<file path="src/rtl/usb_bit_encoder.sv">
// Full-speed USB transmit stage: CRC append, bit stuffing, NRZI encoding and EOP generation.
// Build option USB_ENC_CRC_EN: generate CRC5/CRC16 internally; otherwise CRC fields are sent verbatim from pkt_in.

module usb_bit_encoder #(
    parameter int STUFF_RUN   = 6,
    parameter int EOP_SE0_LEN = 2
) (
    input  logic        clk,
    input  logic        rst_b,
    input  logic [98:0] pkt_in,
    input  logic        pkt_in_avail,
    output logic        pkt_sent,
    output logic        pkt_err,
    output logic        busy,
    output logic        dp,
    output logic        dm,
    output logic        bus_oe
);
    localparam int               RUN_W   = $clog2(STUFF_RUN + 1);
    localparam logic [RUN_W-1:0] RUN_MAX = RUN_W'(STUFF_RUN);

    typedef enum logic [2:0] {
        ST_IDLE,
        ST_SEND,
        ST_EOP_SE0,
        ST_EOP_J,
        ST_DONE,
        ST_ERR
    } state_t;

    typedef enum logic [1:0] {
        CLS_HS,
        CLS_TOKEN,
        CLS_DATA,
        CLS_BAD
    } cls_t;

    state_t           state_q, state_d;
    logic [98:0]      sh_q, sh_d;
    logic [6:0]       cnt_q, cnt_d;
    logic [RUN_W-1:0] run_q, run_d;
    logic             line_q, line_d;     // 1 = J, 0 = K
    logic [3:0]       pid;
    cls_t             pid_cls;
    logic             stuff, raw_bit, tx_bit, lvl;
`ifdef USB_ENC_CRC_EN
    cls_t             cls_q, cls_d;
    logic [4:0]       crc5_q, crc5_d;
    logic [15:0]      crc16_q, crc16_d;
    logic             in_pay, in_crc;
`endif

    always_comb begin
        pid = {pkt_in[87], pkt_in[88], pkt_in[89], pkt_in[90]};
        case (pid)
            4'b0001, 4'b1001: pid_cls = CLS_TOKEN;
            4'b0011, 4'b1011: pid_cls = CLS_DATA;
            4'b0010, 4'b1010: pid_cls = CLS_HS;
            default:          pid_cls = CLS_BAD;
        endcase
    end

    // cnt_q holds the raw bits still to send, so the CRC field is the last 5/16 of them
    always_comb begin
        stuff = (run_q == RUN_MAX);
`ifdef USB_ENC_CRC_EN
        in_pay = ((cls_q == CLS_TOKEN) && (cnt_q <= 7'd16) && (cnt_q > 7'd5)) ||
                 ((cls_q == CLS_DATA)  && (cnt_q <= 7'd80) && (cnt_q > 7'd16));
        in_crc = ((cls_q == CLS_TOKEN) && (cnt_q <= 7'd5)) ||
                 ((cls_q == CLS_DATA)  && (cnt_q <= 7'd16));
        if (in_crc) begin
            raw_bit = (cls_q == CLS_TOKEN) ? ~crc5_q[4] : ~crc16_q[15];
        end else begin
            raw_bit = sh_q[98];
        end
`else
        raw_bit = sh_q[98];
`endif
        tx_bit = stuff ? 1'b0 : raw_bit;
        lvl    = tx_bit ? line_q : ~line_q;
    end

    always_comb begin
        state_d = state_q;
        sh_d    = sh_q;
        cnt_d   = cnt_q;
        run_d   = run_q;
        line_d  = line_q;
`ifdef USB_ENC_CRC_EN
        cls_d   = cls_q;
        crc5_d  = crc5_q;
        crc16_d = crc16_q;
`endif
        case (state_q)
            ST_IDLE: begin
                if (pkt_in_avail) begin
                    sh_d   = pkt_in;
                    run_d  = '0;
                    line_d = 1'b1;
`ifdef USB_ENC_CRC_EN
                    cls_d   = pid_cls;
                    crc5_d  = '1;
                    crc16_d = '1;
`endif
                    case (pid_cls)
                        CLS_TOKEN: begin cnt_d = 7'd32; state_d = ST_SEND; end
                        CLS_DATA:  begin cnt_d = 7'd96; state_d = ST_SEND; end
                        CLS_HS:    begin cnt_d = 7'd16; state_d = ST_SEND; end
                        default:   state_d = ST_ERR;
                    endcase
                end
            end
            ST_SEND: begin
                line_d = lvl;
                if (stuff) begin
                    run_d = '0;
                end else begin
                    sh_d  = {sh_q[97:0], 1'b0};
                    cnt_d = cnt_q - 7'd1;
                    run_d = raw_bit ? run_q + RUN_W'(1) : '0;
`ifdef USB_ENC_CRC_EN
                    if (in_pay) begin
                        crc5_d  = {crc5_q[3:0], 1'b0} ^ ((raw_bit ^ crc5_q[4]) ? 5'h05 : 5'h00);
                        crc16_d = {crc16_q[14:0], 1'b0} ^ ((raw_bit ^ crc16_q[15]) ? 16'h8005 : 16'h0000);
                    end else if (in_crc) begin
                        crc5_d  = {crc5_q[3:0], 1'b1};
                        crc16_d = {crc16_q[14:0], 1'b1};
                    end
`endif
                end
                // a run completed by the last bit still owes one stuff cycle before EOP
                if ((cnt_d == 7'd0) && (run_d != RUN_MAX)) begin
                    state_d = ST_EOP_SE0;
                    cnt_d   = 7'(EOP_SE0_LEN - 1);
                    line_d  = 1'b1;
                end
            end
            ST_EOP_SE0: begin
                if (cnt_q == 7'd0) begin
                    state_d = ST_EOP_J;
                end else begin
                    cnt_d = cnt_q - 7'd1;
                end
            end
            ST_EOP_J: state_d = ST_DONE;
            ST_DONE:  state_d = ST_IDLE;
            ST_ERR:   state_d = ST_IDLE;
            default:  state_d = ST_IDLE;
        endcase
    end

    always_comb begin
        dp       = 1'b1;
        dm       = 1'b0;
        bus_oe   = 1'b0;
        busy     = (state_q != ST_IDLE);
        pkt_sent = (state_q == ST_DONE);
        pkt_err  = (state_q == ST_ERR);
        case (state_q)
            ST_SEND: begin
                dp     = lvl;
                dm     = ~lvl;
                bus_oe = 1'b1;
            end
            ST_EOP_SE0: begin
                dp     = 1'b0;
                dm     = 1'b0;
                bus_oe = 1'b1;
            end
            ST_EOP_J: bus_oe = 1'b1;
            default: ;
        endcase
    end

    always_ff @(posedge clk or negedge rst_b) begin
        if (!rst_b) begin
            state_q <= ST_IDLE;
            sh_q    <= '0;
            cnt_q   <= '0;
            run_q   <= '0;
            line_q  <= 1'b1;
`ifdef USB_ENC_CRC_EN
            cls_q   <= CLS_HS;
            crc5_q  <= '1;
            crc16_q <= '1;
`endif
        end else begin
            state_q <= state_d;
            sh_q    <= sh_d;
            cnt_q   <= cnt_d;
            run_q   <= run_d;
            line_q  <= line_d;
`ifdef USB_ENC_CRC_EN
            cls_q   <= cls_d;
            crc5_q  <= crc5_d;
            crc16_q <= crc16_d;
`endif
        end
    end

endmodule

</file>
<file path="config.mk">
export PLATFORM = sky130hd
export DESIGN_NAME = usb_bit_encoder
export DESIGN_NICKNAME = d
export VERILOG_FILES = /design/src/rtl/usb_bit_encoder.sv
export SDC_FILE = /design/constraint.sdc
export NUM_CORES = 1
export LEC_CHECK = 0
export ABC_AREA = 1
export BUFFER_PORTS_ARGS = -buffer_cell sky130_fd_sc_hd__buf_2
export CAP_MARGIN = 0
export CORE_ASPECT_RATIO = 2
export CORE_MARGIN = 5
export CORE_UTILIZATION = 45
export DETAILED_ROUTE_END_ITERATION = 6
export PLACE_DENSITY = 0.71
export REMOVE_ABC_BUFFERS = 1
export SYNTH_ARGS = -nofsm -noshare
export SYNTH_HDL_FRONTEND = slang
export SYNTH_SLANG_ARGS = --single-unit
</file>
<file path="constraint.sdc">
create_clock -name clk -period 4.4 [get_ports clk]
set_clock_uncertainty 0.2 [all_clocks]
set_input_delay 0.44 -clock clk [delete_from_list [all_inputs] [get_ports clk]]
set_output_delay 0.44 -clock clk [all_outputs]
set_load 0.02 [all_outputs]
</file>
# Word level (Yosys, flattened, before mapping)
# Index checks and enable logic that the tools add are counted.
# classes
n_eq_ne,21
n_mux,29
bitwise_logic,2
reduce_logical,17
n_lt_le_gt_ge,0
addsub,2
multipliers,0
shift,0
div_mod_pow,0
# ops
op,n
$mux 99,2
$pmux 99 s2,1
$pmux 7 s3,2
$mux 7,5
$mux 3,8
$logic_not 7->1,2
$eq 4x4->1 const B,3
$pmux 3 s4,1
$ne 2x2->1 const B,5
$eq 3x3->1 const B,3
$eq 4x2->1 const B,2
$sub 7x1->7 const B,1
$eq 3x2->1 const B,2
$mux 1,6
$pmux 2 s3,1
$pmux 3 s2,1
$reduce_and 3->1,2
$reduce_bool 3->1,2
$reduce_or 2->1,3
$reduce_or 3->1,2
$eq 4x1->1 const B,1
$ne 4x1->1 const B,1
$pmux 1 s2,2
$reduce_and 4->1,1
11 further kinds,12
# totals
output_inout_bits,6
mem_bits_rw,0
romBits,0
latch_bits,0
register_bits,113
elab_cells,76
memories,0

# Depth between registers and ports, before layout
# depth
ltp_word,8
depth_mapped,13
ltp_nobuf,13

# Least setup slack after synthesis
# OpenSTA, ideal clock, no wires.
# synth_timing
path_type,reg-to-output
start,reg run_q[0]
end,out dp
arrival_ps,1576
stages_incl_launch_ff,9
n_path_buf,1
setup_slack_ps,2184
cell_sequence,dfrtp_1 inv_1 ha_1 nand2_2 buf_6 nand2_1 xor2_1 nor2_1 nor2_1
# synth_via
elab_chain_cells,4
# synth_rtl
element,line_no,text
start: declaration,41,"logic [RUN_W-1:0] run_q, run_d;"
start signal: assignment,191,run_q <= run_d;
$eq 3x3->1,65,stuff = (run_q == RUN_MAX);
$mux 1,79,tx_bit = stuff ? 1'b0 : raw_bit;
$mux 1,80,lvl = tx_bit ? line_q : ~line_q;
$pmux 1 s2,159,case (state_q)
end: declaration,15,"output logic dp,"
# Every way passes these cells.

# Final worst setup path
# Same ends and word-level chain as after synthesis.

==> results_dict.tcl <==
set metrics [dict create \
    outcome "finished, final reports clean" \
    final_antenna_net_count 0 \
    synth_cell_types 32 \
    rows 59 \
    yosysMostFrequentCell "nand2_1" \
    hold_buffers 0 \
    worst_setup_path_start_kind "register" \
    grt_max_degree 123 \
    die_w_microns 90.76 \
    netlist_top_cells_count "144 x nand2_1, 117 x inv_1, 112 x dfrtp_1" \
    synth_edf_count 0 \
    via_count 4929 \
    via_per_inst 5.172 \
    die_area_sq_um 15570 \
    peakVddDrop_mv 0.9247 \
    ys_ff_latch 113 \
    drt_first_pass_iters 5 \
    fin_area_sq_um 6988 \
    cts_setup_buffers 0 \
    clock_latency_ps 400 \
    wl_mm 12.93 \
    cts_buffer_depth 2 \
    synthFlopType "dfrtp_1" \
    coreArea_sq_um 12920 \
    cts_sinks 113 \
    slew_violations 0 \
    grt_pass1_wl_mm 21.81 \
    maxCapViolCount 0 \
    wl_per_cell_microns 13.57 \
    path_clk_slew_ps 50 \
    io_buffers 107 \
    fin_crit_ps 2573 \
    whs_ps 11.26 \
    synth.avg_cell_area_sq_um 8.349 \
    fin_tns_setup_ps 0 \
    synth_top_area_cell "dfrtp_1" \
    h-tree-depth 4 \
    cts_tree "done" \
    crit_fanout 12 \
    criticalPathCategory "reg2out" \
    cts_made_buffers 17 \
    setup_viol 0 \
    dr.first_iter.drc_count 186 \
    p_leak_nw 3.381 \
    dp_hpwl_mm 8.802 \
    ys_async_sr_fraction 1.000 \
    hold_path.class "in2async" \
    ys_warn_count 0 \
    relSlewSlack 0.3228 \
    drive_gt1_frac 0.2035 \
    num_io_pins 108 \
    antenna_cells 0 \
    cp_data_required_time_ps 3760 \
    grt_usage 0.1706 \
    end_kind "primary output" \
    power_w 0.005900 \
    synth_top_area_frac 0.4775 \
    yosysSeqAreaShare 0.4820 \
    ctsRootBufferMaster "clkbuf_16" \
    power.density_nw_per_um2 844.4 \
    overflow 0 \
    rsz0062_at_grt "false" \
    gp_congestion 0.8281 \
    area_delta_synth_final_pct 19.06 \
    fin_crit_sh 0.5849 \
    fmaxAchievable_ghz 0.3886 \
    die_h_microns 171.5 \
    antenna_found_initial 0 \
    reg2reg_slack_ps 1830 \
    synth_cells 703 \
    final_nets 894 \
    drc 0 \
    placed_area_sq_um 6375 \
    finalHoldViolCount 0 \
    initial_utilization 0.4543 \
    post_cts_resized 0 \
    tightest_slew_ps 1016 \
    synth.area.top_cells "dfrtp_1 48%, o211ai_1 11%, nand2_1 9.2%" \
    grt_pass1_vias 4758 \
    netlist_area_sq_um 5869 \
    cp.arrival_ps 1930 \
]
## power by group
part | leakage [nW] | total (W) | internal [W] | switching (W)
sequential | 1.36 | 0.00178 | 0.00159 | 0.000183
combinational | 1.72 | 0.00270 | 0.000930 | 0.00177
clock | 0.294 | 0.00142 | 0.000960 | 0.000460
## kinds of logic (layout without fill, tap and decap cells)
kind of cell               Yosys count  count (layout)  share of synthesized area
and+or+nand+nor                    198             198                     0.1403
xor gates and xnor gates             2               2                   0.002985
AOI/OAI and AO/OA                  221             221                     0.2413
adders and majority gates            4               4                   0.008527
buffers and inverters              165             263                     0.1249
DFF                                113             113                     0.4820
## registers in the layout, indices dropped and copies added (netlist names)
name	cells
line_q	1
cnt_q	7
run_q	3
sh_q	99
state_q	3
## layout make-up
cell class / count / area [sq um]
inverters: 120 / 455.4
clock buffers: 22 / 454.2
clock inverters: 10 / 158.9
fillers: 1232 / 5931
well taps: 152 / 190.2
flip-flops and latches: 113 / 2829
repair buffers: 111 / 593.1
multi-input cells: 425 / 2307
## stage by stage
| step | utilization | cells | worst slack, ps |
|---|---|---|---|
| finish | 0.5409 | 953 | 1827 |
| floorplan | - | 658 | 1312 |
| global route | 0.5409 | 953 | 1581 |
| CTS | 0.5409 | 953 | 1794 |
| global placement | 0.4935 | 921 | 1881 |
| detailed placement | 0.4935 | 921 | 1848 |
## cells in the final DEF, fill, tap and decap left out, types with 2 or more instances in the layout
master / instances
a21oi_1: 6
a31oi_1: 2
buf_12: 2
buf_2: 106
buf_4: 3
bufinv_16: 4
clkbuf_1: 4
clkbuf_16: 17
clkinv_2: 3
clkinvlp_4: 2
dfrtp_1: 112
ha_1: 4
inv_1: 117
inv_2: 2
nand2_1: 144
nand2_2: 4
nand3_1: 18
nand4_1: 3
nor2_1: 20
nor2_4: 2
nor3_1: 5
o211ai_1: 88
o211ai_2: 8
o21ai_0: 15
o21ai_1: 95
o21ai_2: 2
xor2_1: 2
## worst max-delay path: stages, from the launching register on
cell and delay [ps]:
dfrtp_1 370, inv_1 80, ha_1 210, nand2_2 210
nand2_1 130, xor2_1 160, nor2_1 160, nor2_1 50
buf_2 160
## layer usage
layer  global-route usage  vias to the layer above  share of wire
li1                     -                     2503              -
met1               0.1983                     2326           0.40
met2               0.3061                       88           0.55
met3              0.03457                       12          0.036
met4              0.06610                        0          0.014
met5                    0                        -              0
## final timing paths
check                                          start              endpoint  cells past startpoint
worst max-delay path            run_q[0]$_DFFE_PN0P_                    dp                      8
worst min-delay path                           rst_b   sh_q[2]$_DFFE_PN0P_                      1
worst max register to register  run_q[0]$_DFFE_PN0P_  sh_q[61]$_DFFE_PN0P_                      8
worst min register to register  sh_q[69]$_DFFE_PN0P_  sh_q[69]$_DFFE_PN0P_                      2
max in group asynchronous                      rst_b  sh_q[64]$_DFFE_PN0P_                      2
min in group clk                           pkt_in[0]   sh_q[0]$_DFFE_PN0P_                      3
Power figures use the tool's default switching activity.
